$ cat src/rtl/dct_1d_row_sequencer_pkg.sv
// Shared definitions for the 1-D DCT row/column sequencers: FSM encoding,
// default timing constants and a counter-width helper.
package dct_1d_row_sequencer_pkg;

  typedef enum logic [2:0] {
    ST_IDLE  = 3'd0,
    ST_LOAD  = 3'd1,
    ST_CALC  = 3'd2,
    ST_ISSUE = 3'd3,
    ST_WAIT  = 3'd4
  } dct_state_e;

  localparam int DCT_LOAD_LAT       = 1;
  localparam int DCT_CALC_STEPS     = 4;
  localparam int DCT_SEND_CYCLES    = 8;
  localparam int DCT_ROWS_PER_BLOCK = 8;

  // Bits needed to hold values 0..max_val (never less than 1).
  function automatic int cnt_width(input int max_val);
    return (max_val < 2) ? 1 : $clog2(max_val + 1);
  endfunction

endpackage

$ cat src/rtl/dct_1d_row_sequencer_if.sv
// Control bundle between the pixel receiver / datapath / serialiser and the
// row sequencer. The sequencer side uses the slave modport.
interface dct_1d_row_sequencer_if;
  logic       Start_Calc;
  logic [1:0] Sele;
  logic       Calc_En;
  logic       Acc_Clr;
  logic       End_Calc;
  logic       Busy;
  logic       Block_Done;
  logic       Overrun;

  modport master (
    output Start_Calc,
    input  Sele, Calc_En, Acc_Clr, End_Calc, Busy, Block_Done, Overrun
  );

  modport slave (
    input  Start_Calc,
    output Sele, Calc_En, Acc_Clr, End_Calc, Busy, Block_Done, Overrun
  );
endinterface

$ cat src/rtl/dct_send_slot_tracker.sv
// Tracks how many serialiser cycles remain after an End_Calc and reports,
// one cycle ahead, whether the output slot will be free.
module dct_send_slot_tracker
  import dct_1d_row_sequencer_pkg::*;
#(
  parameter int SEND_CYCLES = DCT_SEND_CYCLES
) (
  input  logic clk,
  input  logic rst,
  input  logic end_calc,          // registered End_Calc as seen by the serialiser
  output logic slot_free_next,    // slot free in the coming cycle
  output logic send_active_next   // send window active in the coming cycle
);

  localparam int REM_W = cnt_width(SEND_CYCLES);

  logic [REM_W-1:0] send_rem_q, send_rem_d;

  always_comb begin
    send_rem_d = send_rem_q;
    if (end_calc) begin
      send_rem_d = REM_W'(SEND_CYCLES);
    end else if (send_rem_q != '0) begin
      send_rem_d = send_rem_q - 1'b1;
    end
  end

  always_ff @(posedge clk) begin
    if (rst) begin
      send_rem_q <= '0;
    end else begin
      send_rem_q <= send_rem_d;
    end
  end

  // The last shift cycle may overlap the next row's End_Calc.
  assign slot_free_next   = (send_rem_d <= REM_W'(1));
  assign send_active_next = (send_rem_d != '0);

endmodule

$ cat src/rtl/dct_1d_row_sequencer.sv
// Row-pass control FSM for the 1-D DCT: waits for the butterfly stage, steps the
// shared multiplier through its Sele phases and hands each row to the serialiser.
module dct_1d_row_sequencer
  import dct_1d_row_sequencer_pkg::*;
#(
  parameter int LOAD_LAT       = DCT_LOAD_LAT,
  parameter int CALC_STEPS     = DCT_CALC_STEPS,
  parameter int SEND_CYCLES    = DCT_SEND_CYCLES,
  parameter int ROWS_PER_BLOCK = DCT_ROWS_PER_BLOCK
) (
  input  logic                     Clock,
  input  logic                     Reset,
  dct_1d_row_sequencer_if.slave    bus
);

  localparam int LAT_W  = cnt_width(LOAD_LAT - 1);
  localparam int STEP_W = cnt_width(CALC_STEPS - 1);
  localparam int ROW_W  = cnt_width(ROWS_PER_BLOCK - 1);

  dct_state_e        state_q, state_d;
  logic [LAT_W-1:0]  lat_cnt_q, lat_cnt_d;
  logic [STEP_W-1:0] step_cnt_q, step_cnt_d;
  logic [ROW_W-1:0]  row_cnt_q, row_cnt_d;
  logic [1:0]        sele_q, sele_d;
  logic              calc_en_q, calc_en_d;
  logic              acc_clr_q, acc_clr_d;
  logic              end_calc_q, end_calc_d;
  logic              busy_q, busy_d;
  logic              block_done_q, block_done_d;
  logic              overrun_q, overrun_d;
  logic              slot_free_next;
  logic              send_active_next;

  dct_send_slot_tracker #(
    .SEND_CYCLES (SEND_CYCLES)
  ) u_slot (
    .clk              (Clock),
    .rst              (Reset),
    .end_calc         (end_calc_q),
    .slot_free_next   (slot_free_next),
    .send_active_next (send_active_next)
  );

  always_comb begin
    state_d    = state_q;
    lat_cnt_d  = lat_cnt_q;
    step_cnt_d = step_cnt_q;
    row_cnt_d  = row_cnt_q;
    overrun_d  = overrun_q | (bus.Start_Calc && (state_q != ST_IDLE));

    unique case (state_q)
      ST_IDLE: begin
        if (bus.Start_Calc) begin
          state_d   = ST_LOAD;
          lat_cnt_d = LAT_W'(LOAD_LAT - 1);
        end
      end
      ST_LOAD: begin
        if (lat_cnt_q == '0) begin
          state_d    = ST_CALC;
          step_cnt_d = '0;
        end else begin
          lat_cnt_d = lat_cnt_q - 1'b1;
        end
      end
      ST_CALC: begin
        if (step_cnt_q == STEP_W'(CALC_STEPS - 1)) begin
          state_d = ST_ISSUE;
        end else begin
          step_cnt_d = step_cnt_q + 1'b1;
        end
      end
      // End_Calc is registered, so seeing it here means the row was issued.
      ST_ISSUE, ST_WAIT: begin
        state_d = end_calc_q ? ST_IDLE : ST_WAIT;
      end
      default: state_d = ST_IDLE;
    endcase

    // Outputs are decoded from the next state so they line up with it.
    calc_en_d    = (state_d == ST_CALC);
    sele_d       = calc_en_d ? 2'(step_cnt_d) : 2'd0;
    acc_clr_d    = calc_en_d && (step_cnt_d == '0);
    end_calc_d   = ((state_d == ST_ISSUE) || (state_d == ST_WAIT)) && slot_free_next;
    block_done_d = end_calc_d && (row_cnt_q == ROW_W'(ROWS_PER_BLOCK - 1));
    busy_d       = (state_d != ST_IDLE) || send_active_next;

    if (end_calc_d) begin
      row_cnt_d = (row_cnt_q == ROW_W'(ROWS_PER_BLOCK - 1)) ? '0 : row_cnt_q + 1'b1;
    end
  end

  always_ff @(posedge Clock) begin
    if (Reset) begin
      state_q      <= ST_IDLE;
      lat_cnt_q    <= '0;
      step_cnt_q   <= '0;
      row_cnt_q    <= '0;
      sele_q       <= 2'd0;
      calc_en_q    <= 1'b0;
      acc_clr_q    <= 1'b0;
      end_calc_q   <= 1'b0;
      busy_q       <= 1'b0;
      block_done_q <= 1'b0;
      overrun_q    <= 1'b0;
    end else begin
      state_q      <= state_d;
      lat_cnt_q    <= lat_cnt_d;
      step_cnt_q   <= step_cnt_d;
      row_cnt_q    <= row_cnt_d;
      sele_q       <= sele_d;
      calc_en_q    <= calc_en_d;
      acc_clr_q    <= acc_clr_d;
      end_calc_q   <= end_calc_d;
      busy_q       <= busy_d;
      block_done_q <= block_done_d;
      overrun_q    <= overrun_d;
    end
  end

  assign bus.Sele       = sele_q;
  assign bus.Calc_En    = calc_en_q;
  assign bus.Acc_Clr    = acc_clr_q;
  assign bus.End_Calc   = end_calc_q;
  assign bus.Busy       = busy_q;
  assign bus.Block_Done = block_done_q;
  assign bus.Overrun    = overrun_q;

endmodule

$ cat src/flat_wrapper.sv
// flat-port wrapper written by rule: the top's interface ports become plain ports
module dct_1d_row_sequencer_flat import dct_1d_row_sequencer_pkg::*;
#(
  parameter int LOAD_LAT       = DCT_LOAD_LAT,
  parameter int CALC_STEPS     = DCT_CALC_STEPS,
  parameter int SEND_CYCLES    = DCT_SEND_CYCLES,
  parameter int ROWS_PER_BLOCK = DCT_ROWS_PER_BLOCK
)
  (Clock, Reset, bus_Start_Calc, bus_Sele, bus_Calc_En, bus_Acc_Clr, bus_End_Calc, bus_Busy, bus_Block_Done, bus_Overrun);
  dct_1d_row_sequencer_if bus_i ();
  input  logic Clock;
  input  logic Reset;
  input wire logic [$bits(bus_i.Start_Calc)-1:0] bus_Start_Calc;
  output wire logic [$bits(bus_i.Sele)-1:0] bus_Sele;
  output wire logic [$bits(bus_i.Calc_En)-1:0] bus_Calc_En;
  output wire logic [$bits(bus_i.Acc_Clr)-1:0] bus_Acc_Clr;
  output wire logic [$bits(bus_i.End_Calc)-1:0] bus_End_Calc;
  output wire logic [$bits(bus_i.Busy)-1:0] bus_Busy;
  output wire logic [$bits(bus_i.Block_Done)-1:0] bus_Block_Done;
  output wire logic [$bits(bus_i.Overrun)-1:0] bus_Overrun;
  assign bus_i.Start_Calc = bus_Start_Calc;
  assign bus_Sele = bus_i.Sele;
  assign bus_Calc_En = bus_i.Calc_En;
  assign bus_Acc_Clr = bus_i.Acc_Clr;
  assign bus_End_Calc = bus_i.End_Calc;
  assign bus_Busy = bus_i.Busy;
  assign bus_Block_Done = bus_i.Block_Done;
  assign bus_Overrun = bus_i.Overrun;
  dct_1d_row_sequencer #(.LOAD_LAT(LOAD_LAT), .CALC_STEPS(CALC_STEPS), .SEND_CYCLES(SEND_CYCLES), .ROWS_PER_BLOCK(ROWS_PER_BLOCK)) u_core (.Clock(Clock), .Reset(Reset), .bus(bus_i));
endmodule
$ cat config.mk
export PLATFORM = sky130hd
export DESIGN_NAME = dct_1d_row_sequencer_flat
export DESIGN_NICKNAME = d
export VERILOG_FILES = /design/src/rtl/dct_1d_row_sequencer_pkg.sv /design/src/rtl/dct_1d_row_sequencer_if.sv /design/src/rtl/dct_send_slot_tracker.sv /design/src/rtl/dct_1d_row_sequencer.sv /design/src/flat_wrapper.sv
export SDC_FILE = /design/constraint.sdc
export NUM_CORES = 1
export LEC_CHECK = 0
export ABC_AREA = 1
export CAP_MARGIN = 20
export CORE_MARGIN = 2
export CORE_UTILIZATION = 40
export CTS_CLUSTER_SIZE = 8
export DETAILED_ROUTE_END_ITERATION = 10
export SLEW_MARGIN = 30
export SYNTH_ARGS = -nofsm -noshare
export SYNTH_HDL_FRONTEND = slang
export SYNTH_SLANG_ARGS = --single-unit
$ cat constraint.sdc
create_clock -name Clock -period 4.1 [get_ports Clock]
set_input_delay 0.82 -clock Clock [delete_from_list [all_inputs] [get_ports Clock]]
set_output_delay 0.82 -clock Clock [all_outputs]
set_load 0.03 [all_outputs]
==> summary.md <==
| Metric | Value |
|---|---|
| Share of cells above drive strength 1 | `19.4%` |
| Port-buffer cells | `10` |
| Postcts setup bufs | `0` |
| Max Slew Vio Count | `0` |
| Core box area | `0.00202 mm2` |
| Worst vdd ir | `0.277 mV` |
| Hold Crit Class | `reg -> reg` |
| Hold Path Stages | `2` |
| Run status | `finished, final reports clean` |
| Startpoint type of the worst setup path | `flop` |
| Placed insts | `148` |
| Sequential share of the synthesized area | `45.5%` |
| Vias | `675` |
| Max-cap check violation count | `0` |
| TritonRoute pass-1 iters | `4` |
| Power Dens Cells | `547 mW/mm2` |
| Finished Layout Cells | `151` |
| Filler Cells Inserted | `216` |
| Final hold viol count | `0` |
| PnR worst setup slack | `1.94 ns` |
| Clock latency on the worst-skew pair | `0.30 ns` |
| Crit path kind | `reg -> out` |
| Critical-path cell list | `clkdlybuf4s50_1` |
| Vias in the first global route | `583` |
| Remaining antenna violation count | `0` |
| Min cycle time layout | `2.16 ns` |
| Count leader, synth | `dfxtp_1` |
| Syn Area/Cell | `7.85 um2` |
| Total gr overflow | `0` |
| Post-synth EDFFs | `0` |
| Post-synth top cells | `20 x dfxtp_1, 17 x nand2_1, 15 x nor2_1` |
| CTS Sinks | `20` |
| Syn. warnings | `0` |
| Final setup fails | `0` |
| CTS root buf | `clkbuf_4` |
| Max stage delay on crit path | `0.68 ns` |
| Final Total Pwr | `0.000565 W` |
| Maximum clock rate | `463 MHz` |
| Area occupied by multi-input gates | `412 um2` |
| Resize count post-CTS | `0` |
| Post-Syn Nets | `118` |
| Global-route wire length before repair | `2.48 mm` |
| Layout Area Growth over Synthesis | `17.4%` |
| Ranking of synthesized cells by area | `dfxtp_1 46%, nand2_1 7.3%, nor2_1 6.4%` |
| Critical path depth | `1` |
| Post-Route WL | `1.46 mm` |
| Fin crit share | `52.7%` |
| Num CTS Buffers | `3` |
| Main flop type after synthesis | `dfxtp_1` |
| Cell Area, Synth | `880 um2` |
| Biggest area consumer among synthesized cells | `dfxtp_1` |
| DRC Markers | `0` |
| Data required time of the worst path | `3.28 ns` |
| Io pins | `11` |
| DRT iter0 DRCs | `15` |
| Pin count of the biggest net entering global routing | `16` |
| Total GRT Usage | `13.1%` |
| Synth async-reset ratio | `0%` |
| HPWL Detailed | `1.11 mm` |
| Leakage | `0.471 nW` |
| Synth top area share | `45.5%` |
| CTS clk-pin slew, worst paths | `0.10 ns` |
| Depth of the CTS H-tree | `1` |
| CP max FO | `3` |
| Die Y | `50.9 um` |
| Die area | `0.00259 mm2` |
| Chip width | `50.9 um` |
| Cell variety after synth | `20` |
| Cell family with most CP delay | `buffers and inverters` |
| Pre-CTS setup slack | `1.87 ns` |
| CTS max path bufs | `2` |
| Via density | `4.47` |
| Gpl congestion | `0.720` |
| Crit end category | `output pin` |
| #FFs+latches synth | `20` |
| Final-stage net count | `132` |
| Register area | `400 um2` |
| Clock Skew | `0.00226 ns` |
| CTS tree | `built` |
| Starting Density | `43.5%` |
| Final routed wire length divided by cell count | `9.66 um` |
| R2R depth | `10` |
| Crit path buffers/inverters | `1` |
| CP max-delay cell | `clkdlybuf4s50_1` |
| Setup TNS | `0 ns` |
| Arrival time of the worst setup path | `1.34 ns` |
| # rows | `16` |
| Measured slew at the worst slew-check pin | `0.616 ns` |
| Hold Buf Count CTS | `0` |
| Worst slew margin | `58.8%` |
| Post-Syn Instances | `112` |
| RSZ-0062 raised after global routing | `false` |
| Final antenna diode count | `0` |
| Initial antenna violation count | `0` |
## layout make-up
class                      instances  area share, %
multi-input combinational         74           39.9
sequential                        20           38.8
timing repair buffer              10           9.70
inverter                          17           6.18
tap                               27           3.27
clock buffer                       3           2.18
## power breakdown
part / internal [W] / leakage, nW / switching (W)
sequential: 0.000219 / 0.163 / 0.0000174
combinational: 0.0000839 / 0.294 / 0.000154
clock: 0.0000342 / 0.0138 / 0.0000566
## layout by cell type, fill, tap and decap left out
master,count
a31oi_1,2
nand2_2,6
ha_1,3
o21ai_0,2
or2_1,1
or2_2,1
nand3_2,2
nand3_1,10
clkbuf_4,3
dfxtp_1,20
nor2_4,2
inv_1,11
inv_2,6
nor2_2,1
clkdlybuf4s50_1,10
a21oi_4,1
nor3_2,1
a21oi_1,9
nand2_4,1
nand2_1,17
nor2_1,15
## registers in the layout, summed over array words and instances, names as in the netlist
name / cells
u_core.bus.Acc_Clr: 1
u_core.bus.Block_Done: 1
u_core.bus.Busy: 1
u_core.bus.Calc_En: 1
u_core.bus.End_Calc: 1
u_core.bus.Overrun: 1
u_core.bus.Sele: 2
u_core.row_cnt_q: 3
u_core.state_q: 3
u_core.step_cnt_q: 2
u_core.u_slot.send_rem_q: 4
## worst paths after layout
check / from / end / slack [ns]
max: u_core.bus.End_Calc$_SDFF_PP0_ / bus_End_Calc / 1.94
min: u_core.bus.Overrun$_SDFF_PP0_ / u_core.bus.Overrun$_SDFF_PP0_ / 0.47
max reg2reg: u_core.u_slot.send_rem_q[0]$_SDFF_PP0_ / u_core.row_cnt_q[0]$_SDFFE_PP0P_ / 2.60
min reg2reg: u_core.bus.Overrun$_SDFF_PP0_ / u_core.bus.Overrun$_SDFF_PP0_ / 0.47
## per-layer routing
| layer | GRT usage, % | share of wire, % |
|---|---|---|
| met5 | 0 | 0 |
| met4 | 8.11 | 1.7 |
| met3 | 3.51 | 2.6 |
| met2 | 18.6 | 43 |
| met1 | 17.5 | 53 |
## tightest hold or removal path: cells and delay by family (launching register included)
kind / cells / cell delay [ns]
flip-flops: 1 / 0.34
AND/OR/NAND/NOR: 1 / 0.06
AO/OA/AOI/OAI: 1 / 0.04
## stage by stage
stage	hold slack [ns]	area, um2	utilization, %
2_1_floorplan	0.456	880	-
3_3_place_gp	0.473	1010	49.9
3_5_place_dp	0.458	1010	49.9
4_1_cts	0.483	1030	51.1
5_1_grt	0.501	1030	51.1
6_report	0.473	1030	51.1
## cells by family after synthesis
group	share of synthesized area (%)
buffers and inverters	7.68
flip-flops	45.5
AO/OA/AOI/OAI	9.53
AND/OR/NAND/NOR	33.0
adder cells (fa/ha/maj)	4.27
No activity file was read; power rests on OpenSTA's default activity.
